==> src/rtl/i2c_eeprom_pkg.sv <==
// Shared types and constants for the I2C EEPROM slave controller.
package i2c_eeprom_pkg;

    // Protocol engine states; ACK slots are a sub-phase of each byte state.
    typedef enum logic [2:0] {
        StIdle,
        StDevAddr,
        StWordAddr,
        StWrData,
        StRdData,
        StRdAck
    } state_e;

    // Bit counter value marking the ninth (ACK) slot of a byte.
    localparam logic [3:0] BIT_CNT_ACK = 4'd8;

    // Bus levels of the acknowledge bit.
    localparam logic ACK  = 1'b0;
    localparam logic NACK = 1'b1;

    localparam logic [6:0]  DEFAULT_DEV_ADDR = 7'h50;
    localparam int unsigned DEFAULT_BYTE_NUM = 8;
    localparam int unsigned DEFAULT_ADDR_W   = 3;

endpackage

==> src/rtl/i2c_eeprom_slave_ctrl_if.sv <==
// Page memory port between the protocol engine and the 8-byte page.
interface i2c_eeprom_slave_ctrl_if #(
    parameter int unsigned ADDR_W = i2c_eeprom_pkg::DEFAULT_ADDR_W
);
    logic              mem_cs;
    logic              mem_write;
    logic [ADDR_W-1:0] mem_addr;
    logic [7:0]        mem_wdata;
    logic [7:0]        mem_rdata;

    // Controller side.
    modport master (
        output mem_cs,
        output mem_write,
        output mem_addr,
        output mem_wdata,
        input  mem_rdata
    );

    // Page memory side.
    modport slave (
        input  mem_cs,
        input  mem_write,
        input  mem_addr,
        input  mem_wdata,
        output mem_rdata
    );
endinterface

==> src/rtl/i2c_line_sync.sv <==
// Synchronizes SCL/SDA into clk and produces registered one-clk event pulses.
module i2c_line_sync (
    input  logic clk,
    input  logic rst,
    input  logic scl_i,
    input  logic sda_i,
    output logic scl_rise,
    output logic scl_fall,
    output logic start_det,
    output logic stop_det,
    output logic sda_s
);
    logic scl_meta_q, scl_sync_q, scl_prev_q;
    logic sda_meta_q, sda_sync_q, sda_prev_q;
    logic scl_rise_q, scl_fall_q, start_q, stop_q;

    // Two-flop synchronizers, previous-value flops and pulse registers; idle bus is high.
    always_ff @(posedge clk) begin
        if (rst) begin
            scl_meta_q <= 1'b1;
            scl_sync_q <= 1'b1;
            scl_prev_q <= 1'b1;
            sda_meta_q <= 1'b1;
            sda_sync_q <= 1'b1;
            sda_prev_q <= 1'b1;
            scl_rise_q <= 1'b0;
            scl_fall_q <= 1'b0;
            start_q    <= 1'b0;
            stop_q     <= 1'b0;
        end else begin
            scl_meta_q <= scl_i;
            scl_sync_q <= scl_meta_q;
            scl_prev_q <= scl_sync_q;
            sda_meta_q <= sda_i;
            sda_sync_q <= sda_meta_q;
            sda_prev_q <= sda_sync_q;
            scl_rise_q <= scl_sync_q & ~scl_prev_q;
            scl_fall_q <= ~scl_sync_q & scl_prev_q;
            // SDA transitions only count as conditions while SCL is stably high.
            start_q    <= scl_sync_q & scl_prev_q & sda_prev_q & ~sda_sync_q;
            stop_q     <= scl_sync_q & scl_prev_q & ~sda_prev_q & sda_sync_q;
        end
    end

    assign scl_rise  = scl_rise_q;
    assign scl_fall  = scl_fall_q;
    assign start_det = start_q;
    assign stop_det  = stop_q;
    // Aligned with the pulses: the SDA level seen when SCL rose.
    assign sda_s     = sda_prev_q;

endmodule

==> src/rtl/i2c_eeprom_slave_ctrl.sv <==
// I2C slave protocol engine driving a one-page EEPROM memory port.
module i2c_eeprom_slave_ctrl
    import i2c_eeprom_pkg::*;
#(
    parameter logic [6:0]  DEV_ADDR = DEFAULT_DEV_ADDR,
    parameter int unsigned BYTE_NUM = DEFAULT_BYTE_NUM,
    parameter int unsigned ADDR_W   = DEFAULT_ADDR_W
) (
    input  logic                    clk,
    input  logic                    rst,
    input  logic                    scl_i,
    input  logic                    sda_i,
    output logic                    sda_oe,
    i2c_eeprom_slave_ctrl_if.master mem_if
);
    logic scl_rise, scl_fall, start_det, stop_det, sda_s;

    i2c_line_sync u_line_sync (
        .clk       (clk),
        .rst       (rst),
        .scl_i     (scl_i),
        .sda_i     (sda_i),
        .scl_rise  (scl_rise),
        .scl_fall  (scl_fall),
        .start_det (start_det),
        .stop_det  (stop_det),
        .sda_s     (sda_s)
    );

    state_e            state_q;
    logic [3:0]        bit_cnt_q;
    // Seven bits suffice: the eighth received bit comes straight from sda_s, and on
    // transmit the MSB is already on the bus when the byte is loaded.
    logic [6:0]        shift_q;
    logic [ADDR_W-1:0] ptr_q;
    logic              ack_phase_q;
    logic              rd_req_q;
    logic              rd_load_q;
    logic              sda_oe_q;
    logic              mem_cs_q;
    logic              mem_write_q;
    logic [7:0]        mem_wdata_q;
    logic [7:0]        rx_byte;

    assign rx_byte = {shift_q, sda_s};

    function automatic logic [ADDR_W-1:0] ptr_next(input logic [ADDR_W-1:0] p);
        return ADDR_W'((32'(p) + 32'd1) % BYTE_NUM);
    endfunction

    // Protocol FSM with registered SDA drive and memory strobes.
    always_ff @(posedge clk) begin
        if (rst) begin
            state_q     <= StIdle;
            bit_cnt_q   <= '0;
            shift_q     <= '0;
            ptr_q       <= '0;
            ack_phase_q <= 1'b0;
            rd_req_q    <= 1'b0;
            rd_load_q   <= 1'b0;
            sda_oe_q    <= 1'b0;
            mem_cs_q    <= 1'b0;
            mem_write_q <= 1'b0;
            mem_wdata_q <= '0;
        end else begin
            mem_cs_q    <= 1'b0;
            mem_write_q <= 1'b0;
            // Advance only after the write pulse so the write lands at the old pointer.
            if (mem_write_q) begin
                ptr_q <= ptr_next(ptr_q);
            end

            if (stop_det) begin
                state_q     <= StIdle;
                bit_cnt_q   <= '0;
                ack_phase_q <= 1'b0;
                rd_load_q   <= 1'b0;
                sda_oe_q    <= 1'b0;
            end else if (start_det) begin
                state_q     <= StDevAddr;
                bit_cnt_q   <= '0;
                ack_phase_q <= 1'b0;
                rd_load_q   <= 1'b0;
                sda_oe_q    <= 1'b0;
            end else begin
                unique case (state_q)
                    StIdle: begin
                    end

                    StDevAddr, StWordAddr, StWrData: begin
                        if (scl_rise && bit_cnt_q != BIT_CNT_ACK) begin
                            shift_q   <= rx_byte[6:0];
                            bit_cnt_q <= bit_cnt_q + 4'd1;
                            if (bit_cnt_q == BIT_CNT_ACK - 4'd1) begin
                                case (state_q)
                                    StDevAddr: begin
                                        if (rx_byte[7:1] == DEV_ADDR) begin
                                            rd_req_q <= rx_byte[0];
                                        end else begin
                                            state_q <= StIdle;
                                        end
                                    end
                                    StWordAddr: ptr_q <= rx_byte[ADDR_W-1:0];
                                    StWrData: begin
                                        mem_wdata_q <= rx_byte;
                                        mem_cs_q    <= 1'b1;
                                        mem_write_q <= 1'b1;
                                    end
                                    default: begin
                                    end
                                endcase
                            end
                        end else if (scl_fall && bit_cnt_q == BIT_CNT_ACK) begin
                            if (!ack_phase_q) begin
                                // First fall after the byte: pull SDA low for the ACK slot.
                                ack_phase_q <= 1'b1;
                                sda_oe_q    <= ~ACK;
                            end else begin
                                ack_phase_q <= 1'b0;
                                bit_cnt_q   <= '0;
                                sda_oe_q    <= 1'b0;
                                case (state_q)
                                    StDevAddr: begin
                                        if (rd_req_q) begin
                                            state_q  <= StRdData;
                                            shift_q  <= mem_if.mem_rdata[6:0];
                                            sda_oe_q <= ~mem_if.mem_rdata[7];
                                        end else begin
                                            state_q <= StWordAddr;
                                        end
                                    end
                                    StWordAddr: state_q <= StWrData;
                                    default: begin
                                    end
                                endcase
                            end
                        end
                    end

                    StRdData: begin
                        if (scl_rise && bit_cnt_q != BIT_CNT_ACK) begin
                            bit_cnt_q <= bit_cnt_q + 4'd1;
                        end else if (scl_fall) begin
                            if (rd_load_q) begin
                                rd_load_q <= 1'b0;
                                shift_q   <= mem_if.mem_rdata[6:0];
                                sda_oe_q  <= ~mem_if.mem_rdata[7];
                            end else if (bit_cnt_q == BIT_CNT_ACK) begin
                                sda_oe_q  <= 1'b0;
                                bit_cnt_q <= '0;
                                state_q   <= StRdAck;
                            end else begin
                                sda_oe_q <= ~shift_q[6];
                                shift_q  <= {shift_q[5:0], 1'b0};
                            end
                        end
                    end

                    StRdAck: begin
                        if (scl_rise) begin
                            if (sda_s == ACK) begin
                                ptr_q     <= ptr_next(ptr_q);
                                bit_cnt_q <= '0;
                                rd_load_q <= 1'b1;
                                state_q   <= StRdData;
                            end else begin
                                state_q <= StIdle;
                            end
                        end
                    end

                    default: state_q <= StIdle;
                endcase
            end
        end
    end

    assign sda_oe           = sda_oe_q;
    assign mem_if.mem_cs    = mem_cs_q;
    assign mem_if.mem_write = mem_write_q;
    assign mem_if.mem_addr  = ptr_q;
    assign mem_if.mem_wdata = mem_wdata_q;

endmodule

==> src/flat_wrapper.sv <==
// flat-port wrapper written by rule: the top's interface ports become plain ports
module i2c_eeprom_slave_ctrl_flat import i2c_eeprom_pkg::*;
#(
    parameter logic [6:0]  DEV_ADDR = DEFAULT_DEV_ADDR,
    parameter int unsigned BYTE_NUM = DEFAULT_BYTE_NUM,
    parameter int unsigned ADDR_W   = DEFAULT_ADDR_W
)
  (clk, rst, scl_i, sda_i, sda_oe, mem_if_mem_cs, mem_if_mem_write, mem_if_mem_addr, mem_if_mem_wdata, mem_if_mem_rdata);
  i2c_eeprom_slave_ctrl_if #(.ADDR_W(ADDR_W)) mem_if_i ();
  input  logic clk;
  input  logic rst;
  input  logic scl_i;
  input  logic sda_i;
  output logic sda_oe;
  output wire logic [$bits(mem_if_i.mem_cs)-1:0] mem_if_mem_cs;
  output wire logic [$bits(mem_if_i.mem_write)-1:0] mem_if_mem_write;
  output wire logic [$bits(mem_if_i.mem_addr)-1:0] mem_if_mem_addr;
  output wire logic [$bits(mem_if_i.mem_wdata)-1:0] mem_if_mem_wdata;
  input wire logic [$bits(mem_if_i.mem_rdata)-1:0] mem_if_mem_rdata;
  assign mem_if_mem_cs = mem_if_i.mem_cs;
  assign mem_if_mem_write = mem_if_i.mem_write;
  assign mem_if_mem_addr = mem_if_i.mem_addr;
  assign mem_if_mem_wdata = mem_if_i.mem_wdata;
  assign mem_if_i.mem_rdata = mem_if_mem_rdata;
  i2c_eeprom_slave_ctrl #(.DEV_ADDR(DEV_ADDR), .BYTE_NUM(BYTE_NUM), .ADDR_W(ADDR_W)) u_core (.clk(clk), .rst(rst), .scl_i(scl_i), .sda_i(sda_i), .sda_oe(sda_oe), .mem_if(mem_if_i));
endmodule
==> config.mk <==
export PLATFORM = sky130hd
export DESIGN_NAME = i2c_eeprom_slave_ctrl_flat
export DESIGN_NICKNAME = d
export VERILOG_FILES = /design/src/rtl/i2c_eeprom_pkg.sv /design/src/rtl/i2c_eeprom_slave_ctrl_if.sv /design/src/rtl/i2c_line_sync.sv /design/src/rtl/i2c_eeprom_slave_ctrl.sv /design/src/flat_wrapper.sv
export SDC_FILE = /design/constraint.sdc
export NUM_CORES = 1
export LEC_CHECK = 0
export CAP_MARGIN = 10
export CORE_ASPECT_RATIO = 1.1
export CORE_UTILIZATION = 55
export DETAILED_ROUTE_END_ITERATION = 12
export PLACE_DENSITY = 0.79
export SLEW_MARGIN = 20
export SYNTH_ARGS = -nofsm -noshare
export SYNTH_HDL_FRONTEND = slang
export SYNTH_HIERARCHICAL = 1
export SYNTH_SLANG_ARGS = --single-unit
==> constraint.sdc <==
create_clock -name clk -period 2.9 [get_ports clk]
set_clock_uncertainty 0.1 [all_clocks]
set_input_delay 0.435 -clock clk [delete_from_list [all_inputs] [get_ports clk]]
set_output_delay 0.435 -clock clk [all_outputs]
set_load 0.005 [all_outputs]
==> results of run 1 <==
## worst max path at each step
stage	start	to	slack, ns
after global placement	u_core/state_q[2]$_SDFFE_PP0P_	u_core/shift_q[1]$_SDFFE_PP0P_	0.54
after global routing	u_core/bit_cnt_q[0]$_SDFFE_PP0P_	u_core/shift_q[2]$_SDFFE_PP0P_	0.23
after floorplan	u_core/bit_cnt_q[0]$_SDFFE_PP0P_	u_core/shift_q[3]$_SDFFE_PP0P_	0.64
after CTS	u_core/state_q[2]$_SDFFE_PP0P_	u_core/shift_q[0]$_SDFFE_PP0P_	0.46
after detailed placement	u_core/state_q[2]$_SDFFE_PP0P_	u_core/shift_q[0]$_SDFFE_PP0P_	0.48
final	u_core/state_q[2]$_SDFFE_PP0P_	u_core/shift_q[2]$_SDFFE_PP0P_	0.43
## logic make-up after synthesis
family,Yosys count,share of synthesized area
buffers and inverters,21,0.0474
AND/OR/NAND/NOR,89,0.241
flip-flops,40,0.384
AO/OA/AOI/OAI,57,0.206
adder cells (fa/ha/maj),3,0.0180
XOR/XNOR,3,0.0126
multiplexers,19,0.0911
## per-stage QoR
step | hold WS, ns | setup slack (ns) | std cells | util
after floorplan | 0.283 | 0.640 | 232 | -
after global placement | 0.286 | 0.545 | 299 | 0.652
after detailed placement | 0.300 | 0.479 | 299 | 0.652
after CTS | 0.319 | 0.457 | 306 | 0.688
after global routing | 0.338 | 0.227 | 306 | 0.688
final | 0.313 | 0.428 | 306 | 0.688
## worst max-delay path: stages (launching register included)
cell	delay, ns
dfxtp_1	0.65
or3b_1	0.55
o31ai_4	0.12
nand3_4	0.10
a2111oi_4	0.34
buf_4	0.25
nor2_1	0.05
a211oi_1	0.21
## state kept, by name (all words and copies together), names as in the netlist
register                       cells
u_core/mem_if.mem_wdata            8
u_core/shift_q                     7
u_core/bit_cnt_q                   4
u_core/mem_if.mem_addr             3
u_core/state_q                     3
u_core/ack_phase_q                 1
u_core/mem_if.mem_write            1
u_core/rd_load_q                   1
u_core/rd_req_q                    1
u_core/sda_oe                      1
u_core/u_line_sync/scl_fall        1
u_core/u_line_sync/scl_meta_q      1
u_core/u_line_sync/scl_prev_q      1
u_core/u_line_sync/scl_rise        1
u_core/u_line_sync/scl_sync_q      1
u_core/u_line_sync/sda_meta_q      1
u_core/u_line_sync/sda_s           1
u_core/u_line_sync/sda_sync_q      1
u_core/u_line_sync/start_det       1
u_core/u_line_sync/stop_det        1
## routing by layer
metal / up-vias / GRT usage
met2: 70 / 0.419
li1: 885 / -
met3: 6 / 0.0505
met5: - / 0
met1: 853 / 0.319
met4: 0 / 0.111
## placed cells by master, fill, tap and decap left out, types with 3 or more instances in the layout
cell | synthesis | routed
nand3_1 | 5 | 5
a211oi_1 | 6 | 6
nand2b_1 | 3 | 3
clkbuf_8 | 0 | 5
mux2i_1 | 19 | 19
a22oi_1 | 3 | 3
or2_2 | 3 | 3
nor3_1 | 7 | 7
or2_1 | 4 | 4
nand3b_1 | 5 | 5
a211oi_2 | 3 | 3
clkdlybuf4s50_1 | 0 | 25
ha_1 | 3 | 3
o21ai_0 | 12 | 12
nor2_1 | 29 | 29
nand2_1 | 10 | 10
nor4_1 | 4 | 4
inv_1 | 9 | 9
buf_4 | 1 | 4
nor2b_1 | 3 | 3
dfxtp_1 | 40 | 40
a21oi_1 | 10 | 10
nor4b_1 | 3 | 3
o211ai_1 | 3 | 3
## where the power goes
group          switching (W)  leakage (nW)  internal [W]
logic               0.000193         0.565      0.000139
clock network       0.000191        0.0642      0.000339
registers          0.0000548         0.324      0.000569
total               0.000439         0.953       0.00105
## area by class of cell
class | instances | area, um2 | area share
clock inverters | 2 | 60.1 | 0.0241
flip-flops and latches | 40 | 801 | 0.321
well taps | 50 | 62.6 | 0.0251
inverters | 9 | 33.8 | 0.0135
multi-input cells | 171 | 1190 | 0.476
clock buffers | 5 | 68.8 | 0.0276
repair buffers | 29 | 280 | 0.112
==> impl_metrics.env, run 1 <==
export IMPL_numCtsBuffers=5
export IMPL_final_max_slew_viol_count=0
export IMPL_ys_types=53
export IMPL_hp_class="register to register"
export IMPL_gr_total_overflow=0
export IMPL_first_pass_iters=4
export IMPL_core_um2=3630
export IMPL_fp_row_count=23
export IMPL_antenna_left=0
export IMPL_layout_nets=271
export IMPL_yosysMostFrequentCell="dfxtp_1"
export IMPL_synth_nets=247
export IMPL_worstReg2RegEnd="u_core/shift_q[2]$_SDFFE_PP0P_"
export IMPL_ctsResizeCount=0
export IMPL_worstMarginPinSlew_ns=0.542
export IMPL_maxCapViolCount=0
export IMPL_postPlaceCellArea_um2=2360
export IMPL_synth_area_leaders="dfxtp_1 (38%), mux2i_1 (9.1%), nor2_1 (5.2%)"
export IMPL_timing_final_crit_share=0.852
export IMPL_antenna_found_initial=0
export IMPL_whs_path_depth=1
export IMPL_ctsHtreeMaxLevel=2
export IMPL_finalHoldViolCount=0
export IMPL_dieHeight_um=66.6
export IMPL_fp_dieW_um=60.7
export IMPL_synth_top_flop_cell="dfxtp_1"
export IMPL_num_vias=1814
export IMPL_ys_warnings_count=6
export IMPL_grt_max_degree=21
export IMPL_numPortBuffers=25
export IMPL_setup_tns_final_ns=0
export IMPL_final_design_area_no_fill_um2=2490
export IMPL_fin_crit_ns=2.47
export IMPL_grt_pass1_vias=1680
export IMPL_clk_latency_ns=0.29
export IMPL_yosysTopAreaCell="dfxtp_1"
export IMPL_required_ns=3.01
export IMPL_diodes=0
export IMPL_m1WireLength_um=2040
export IMPL_wl_per_cell_um=14.8
export IMPL_crit_type="register to register"
export IMPL_synth_commonest_cells="dfxtp_1 (40), nor2_1 (29), mux2i_1 (19), o21ai_0 (12)"
export IMPL_ys_seq_area_frac=0.384
export IMPL_ff2ff_setup_slack_ns=0.43
export IMPL_status="complete, no violations"
export IMPL_place_congestion=0.939
export IMPL_cts_hold_buf=0
export IMPL_maxUsedRoutingLayer="met4"
export IMPL_synth_top_area_share=0.384
export IMPL_drc=0
export IMPL_max_clock_path_buffers=2
export IMPL_fill_cells=306
export IMPL_root_buffer="clkbuf_8"
export IMPL_post_cts_buffers=0
export IMPL_cts_sinks=40
export IMPL_syn2layout_area_growth_pct=19.5
export IMPL_routed_wl_um=4530
export IMPL_grt_pass1_wl_um=7670
export IMPL_drt_vias_per_instance=5.93
export IMPL_relSlewSlack=0.639
export IMPL_drt_initial_drc_count=125
export IMPL_end_kind="register"
export IMPL_power_density_nw_per_um2=596
export IMPL_leakagePower_nw=0.953
export IMPL_rsz0062_at_grt="false"
export IMPL_die_area_um2=4050
export IMPL_layout_drive_gt1_share=0.0977
export IMPL_io_pins=26
export IMPL_synth_edf_count=0
export IMPL_async_reset_ff_frac=0
export IMPL_finalPower_w=0.00149
export IMPL_clk_pin_slew_worst_paths_ns=0.08
export IMPL_initial_core_util=0.576
export IMPL_synthCells=232
export IMPL_arrival_ns=2.58
export IMPL_reg2regPathDepth=7
export IMPL_wl_met2_um=2170
export IMPL_synth_seq_cells=40
export IMPL_cp_max_fo=17
export IMPL_netlist_area_um2=2090
export IMPL_dpl_hpwl_um=3230
export IMPL_r2r_start="u_core/state_q[2]$_SDFFE_PP0P_"
export IMPL_grt_use_total=0.255
export IMPL_fmax_mhz=405
export IMPL_syn_avg_cell_area_um2=9.00
export IMPL_dr_wl_met3_um=263
export IMPL_irDropWorstVdd_v=0.000347
export IMPL_setup_viol=0
export IMPL_cts_tree="built"
export IMPL_start_kind="register"
export IMPL_min_from="u_core/u_line_sync/scl_meta_q$_SDFF_PP1_"
export IMPL_whs_endpoint="u_core/u_line_sync/scl_sync_q$_SDFF_PP1_"
No activity file was read; power rests on OpenSTA's default activity.
==> inputs of run 2 (changes only) <==
- CORE_UTILIZATION: 55 -> 35
- PLACE_DENSITY: 0.79 -> unset
- clock period: 2.9 -> 3.1 ns (I/O delays scaled with it)
==> impl_metrics.env, run 2 (synthesis gave the netlist of run 1 again) <==
export IMPL_fill_cells=577
export IMPL_grt_use_total=0.170
export IMPL_core_um2=5770
export IMPL_drt_vias_per_instance=5.19
export IMPL_finalHoldViolCount=0
export IMPL_crit_path_max_incr_delay_ns=0.57
export IMPL_clk_pin_slew_worst_paths_ns=0.08
export IMPL_numCtsBuffers=5
export IMPL_arrival_ns=2.83
export IMPL_fin_ws_ns=0.376
export IMPL_cp_top_family="compound AO/OA/AOI/OAI gates"
export IMPL_layout_drive_gt1_share=0.101
export IMPL_seqPwrFrac=0.456
export IMPL_final_cell_mix="dfxtp_1 (40), nor2_1 (29), clkdlybuf4s50_1 (25)"
export IMPL_irDropWorstVdd_v=0.000278
export IMPL_internal_power_w=0.000828
export IMPL_crit_type="register to register"
export IMPL_diodes=0
export IMPL_worstMarginPinSlew_ns=0.569
export IMPL_final_design_area_no_fill_um2=2490
export IMPL_end_kind="register"
export IMPL_clk_latency_ns=0.29
export IMPL_ctsResizeCount=0
export IMPL_antenna_found_initial=0
export IMPL_layout_nets=272
export IMPL_maxCapViolCount=0
export IMPL_fmax_mhz=367
export IMPL_syn2layout_area_growth_pct=19.5
export IMPL_place_congestion=0.845
export IMPL_crit_chain="inv_1 > ha_1 > nand3b_1 > nand2_1 > a22o_1 > a2111oi_4 > buf_4 > nor2_1 > a211oi_1"
export IMPL_fin_crit_ns=2.72
export IMPL_path_buf_inv=2
export IMPL_io_pins=26
export IMPL_p_clk_frac=0.282
export IMPL_required_ns=3.20
export IMPL_max_clock_path_buffers=2
export IMPL_leakagePower_nw=0.935
export IMPL_power_density_nw_per_um2=498
export IMPL_final_common_cell="dfxtp_1"
export IMPL_critPathSlowestCell="a2111oi_4"
export IMPL_ctsHtreeMaxLevel=2
export IMPL_routed_wl_um=4830
export IMPL_relSlewSlack=0.617
export IMPL_num_vias=1738
export IMPL_largest_reg_flops=8
export IMPL_cts_sinks=40
export IMPL_antenna_left=0
export IMPL_pwr_share_comb=0.262
export IMPL_drt_initial_drc_count=109
export IMPL_grt_pass1_vias=1705
export IMPL_fp_row_count=29
export IMPL_final_max_slew_viol_count=0
export IMPL_timing_final_crit_share=0.879
export IMPL_initial_core_util=0.362
export IMPL_dieHeight_um=83.0
export IMPL_grt_pass1_wl_um=8180
export IMPL_postPlaceCellArea_um2=2410
export IMPL_wl_per_cell_um=14.4
export IMPL_status="complete, no violations"
export IMPL_stdcell_count=335
export IMPL_start_kind="register"
export IMPL_grt_max_degree=27
export IMPL_p_sw_w=0.000414
export IMPL_root_buffer="clkbuf_8"
export IMPL_ff2ff_setup_slack_ns=0.38
export IMPL_swShare=0.333
export IMPL_die_area_um2=6280
export IMPL_numPortBuffers=25
export IMPL_dpl_worst_slack_ns=0.420
export IMPL_dp_cells=327
export IMPL_post_cts_buffers=0
export IMPL_fin_util=0.432
export IMPL_gr_total_overflow=0
export IMPL_rsz0062_at_grt="false"
export IMPL_cts_tree="built"
export IMPL_fp_dieW_um=75.6
export IMPL_hp_class="register to register"
export IMPL_setup_viol=0
export IMPL_cts_hold_buf=0
export IMPL_first_pass_iters=4
export IMPL_regArea_um2=801
export IMPL_cp_max_fo=8
export IMPL_multiInputGateArea_um2=1190
export IMPL_drc=0
export IMPL_setup_tns_final_ns=0
export IMPL_dpl_hpwl_um=3480
==> run 2: changes by cell type in the layout (fill, tap and decap cells not counted), sizes merged <==
cell,before,now
bufinv,2,0
clkinvlp,0,1
clkinv,0,1
clkbuf,5,6
buf,4,5
==> run 2: worst reg2reg max path, stage by stage, from the launching register on <==
cell and delay, ns:
dfxtp_1 0.39, inv_1 0.06, ha_1 0.21, nand3b_1 0.25, nand2_1 0.24, a22o_1 0.30, a2111oi_4 0.57, buf_4 0.25
nor2_1 0.05, a211oi_1 0.22
==> run 2: cell type report <==
cell class,count,area share
Inverter,9,0.0135
Tap cell,77,0.0386
Multi-Input combinational cell,171,0.476
Clock buffer,6,0.0291
Sequential cell,40,0.321
Timing Repair Buffer,30,0.115
Clock inverter,2,0.00652
==> run 2: power groups by stage <==
stage	Combinational [W]	Clock [W]	Sequential, W
2_1_floorplan	0.000270	0	0.000562
3_3_place_gp	0.000331	0	0.000577
3_5_place_dp	0.000322	0	0.000578
4_1_cts	0.000324	0.000363	0.000565
5_1_grt	0.000364	0.000387	0.000571
6_report	0.000325	0.000350	0.000566
==> run 2: worst paths after layout <==
| kind | depth (start not counted) | endpoint | startpoint |
|---|---|---|---|
| hold / removal | 1 | u_core/u_line_sync/sda_sync_q$_SDFF_PP1_ | u_core/u_line_sync/sda_meta_q$_SDFF_PP1_ |
| hold reg to reg | 1 | u_core/u_line_sync/sda_sync_q$_SDFF_PP1_ | u_core/u_line_sync/sda_meta_q$_SDFF_PP1_ |
| setup / recovery | 9 | u_core/shift_q[0]$_SDFFE_PP0P_ | u_core/bit_cnt_q[0]$_SDFFE_PP0P_ |
| setup reg to reg | 9 | u_core/shift_q[0]$_SDFFE_PP0P_ | u_core/bit_cnt_q[0]$_SDFFE_PP0P_ |
==> run 2: layer usage <==
metal,part of all wire,routed length [um],up-vias,track usage
met4,0.0072,35,0,0.0455
li1,-,-,893,-
met2,0.46,2240,43,0.265
met1,0.49,2370,797,0.234
met3,0.039,189,5,0.0388
met5,0,0,-,0
==> run 2: per-stage QoR <==
step / hold slack, ns / total power, W
after floorplan: 0.283 / 0.000832
after global placement: 0.286 / 0.000907
after detailed placement: 0.289 / 0.000899
after CTS: 0.310 / 0.00125
after global routing: 0.328 / 0.00132
final: 0.307 / 0.00124
==> inputs of run 3 (changes only) <==
- ABC_CLOCK_PERIOD_IN_PS: unset -> 3100
- CORE_ASPECT_RATIO: 1.1 -> unset
- CORE_UTILIZATION: 35 -> 59
- PLACE_DENSITY: unset -> 0.84
==> impl_metrics.env, run 3 (synthesis gave the netlist of run 1 again) <==
export IMPL_grt_pass1_wl_um=7570
export IMPL_rsz0062_at_grt="false"
export IMPL_drc=0
export IMPL_holdWs_ns=0.314
export IMPL_routed_wl_um=4620
export IMPL_ctsResizeCount=0
export IMPL_drt_initial_drc_count=185
export IMPL_io_pins=26
export IMPL_cts_hold_buf=0
export IMPL_irDropWorstVdd_v=0.000420
export IMPL_die_area_um2=3780
export IMPL_leakagePower_nw=0.929
export IMPL_final_max_slew_viol_count=0
export IMPL_antenna_found_initial=0
export IMPL_clk_latency_ns=0.34
export IMPL_syn2layout_area_growth_pct=17.0
export IMPL_clk_pin_slew_worst_paths_ns=0.12
export IMPL_drt_vias_per_instance=6.03
export IMPL_final_common_cell="dfxtp_1"
export IMPL_fp_dieW_um=61.5
export IMPL_diodes=0
export IMPL_max_clock_path_buffers=2
export IMPL_start_kind="register"
export IMPL_antenna_left=0
export IMPL_layout_nets=269
export IMPL_timing_final_crit_share=0.820
export IMPL_cp_max_fo=14
export IMPL_fin_ws_ns=0.558
export IMPL_relSlewSlack=0.542
export IMPL_grt_use_total=0.275
export IMPL_end_kind="register"
export IMPL_fill_cells=298
export IMPL_largest_reg_flops=8
export IMPL_grt_pass1_vias=1672
export IMPL_status="complete, no violations"
export IMPL_post_cts_buffers=0
export IMPL_hp_class="register to register"
export IMPL_fmax_mhz=393
export IMPL_initial_core_util=0.621
export IMPL_root_buffer="clkbuf_4"
export IMPL_fin_util=0.726
export IMPL_finalHoldViolCount=0
export IMPL_ctsHtreeMaxLevel=2
export IMPL_wl_per_cell_um=15.4
export IMPL_gr_total_overflow=0
export IMPL_num_vias=1810
export IMPL_setup_viol=0
export IMPL_dpl_worst_slack_ns=0.656
export IMPL_fp_row_count=21
export IMPL_dpl_hpwl_um=3250
export IMPL_fin_crit_ns=2.54
export IMPL_cts_tree="built"
export IMPL_crit_type="register to register"
export IMPL_grt_max_degree=27
export IMPL_numCtsBuffers=5
export IMPL_dp_cells=293
export IMPL_layout_drive_gt1_share=0.0906
export IMPL_stdcell_count=300
export IMPL_required_ns=3.26
export IMPL_setup_tns_final_ns=0
export IMPL_final_cell_mix="dfxtp_1 (40), nor2_1 (29), clkdlybuf4s50_1 (25)"
export IMPL_reg2regPathDepth=9
export IMPL_cts_sinks=40
export IMPL_dieHeight_um=61.5
export IMPL_arrival_ns=2.70
export IMPL_first_pass_iters=4
export IMPL_whs_path_depth=1
export IMPL_power_density_nw_per_um2=534
export IMPL_numPortBuffers=25
export IMPL_worstMarginPinSlew_ns=0.682
export IMPL_maxCapViolCount=0
export IMPL_place_congestion=0.937
export IMPL_core_um2=3360
run 3: cell types whose count changed in the layout (fill, tap and decap cells not counted):
cell        before  now
clkbuf_4         0    5
clkbuf_8         5    0
buf_4            5    2
bufinv_16        0    2
clkbuf_1         1    0
clkinv_4         1    0
clkinvlp_4       1    0
run 3: critical path, cell delays in order, from the launching register on:
cell,delay (ns)
dfxtp_1,0.42
inv_1,0.07
ha_1,0.20
and3b_1,0.27
nor2_1,0.37
nand2_1,0.17
a2111oi_4,0.33
buf_4,0.26
nor2_1,0.07
a211oi_1,0.21
run 3: final timing paths:
path	startpoint	end	slack, ns
setup / recovery	u_core/bit_cnt_q[0]$_SDFFE_PP0P_	u_core/shift_q[2]$_SDFFE_PP0P_	0.56
hold reg to reg	u_core/u_line_sync/scl_meta_q$_SDFF_PP1_	u_core/u_line_sync/scl_sync_q$_SDFF_PP1_	0.31
hold / removal	u_core/u_line_sync/scl_meta_q$_SDFF_PP1_	u_core/u_line_sync/scl_sync_q$_SDFF_PP1_	0.31
setup reg to reg	u_core/bit_cnt_q[0]$_SDFFE_PP0P_	u_core/shift_q[2]$_SDFFE_PP0P_	0.56
run 3: area by class of cell:
class | count | area, um2 | area share
Multi-Input combinational cell | 171 | 1190 | 0.486
Sequential cell | 40 | 801 | 0.328
Timing Repair Buffer | 27 | 265 | 0.109
Clock inverter | 2 | 60.1 | 0.0246
Tap cell | 46 | 57.6 | 0.0236
Clock buffer | 5 | 37.5 | 0.0154
Inverter | 9 | 33.8 | 0.0138
run 3: stage by stage:
step,instance area [um2],total power (W)
6_report,2440,0.00130
3_3_place_gp,2340,0.000887
2_1_floorplan,2090,0.000832
4_1_cts,2440,0.00131
3_5_place_dp,2340,0.000891
5_1_grt,2440,0.00138
run 3: power by group:
group / leakage (nW) / switching, W / internal [W]
clock network: 0.0513 / 0.000166 / 0.000247
registers: 0.324 / 0.0000504 / 0.000533
logic: 0.554 / 0.000181 / 0.000129
run 3: layer usage:
metal  vias up  wire length [um]  track usage  part of all wire
li1        891                 -            -                 -
met1       851              2080        0.346              0.45
met2        62              2240        0.447              0.49
met3         6               224       0.0735             0.049
met4         0                69        0.117             0.015
met5         -                 0            0                 0
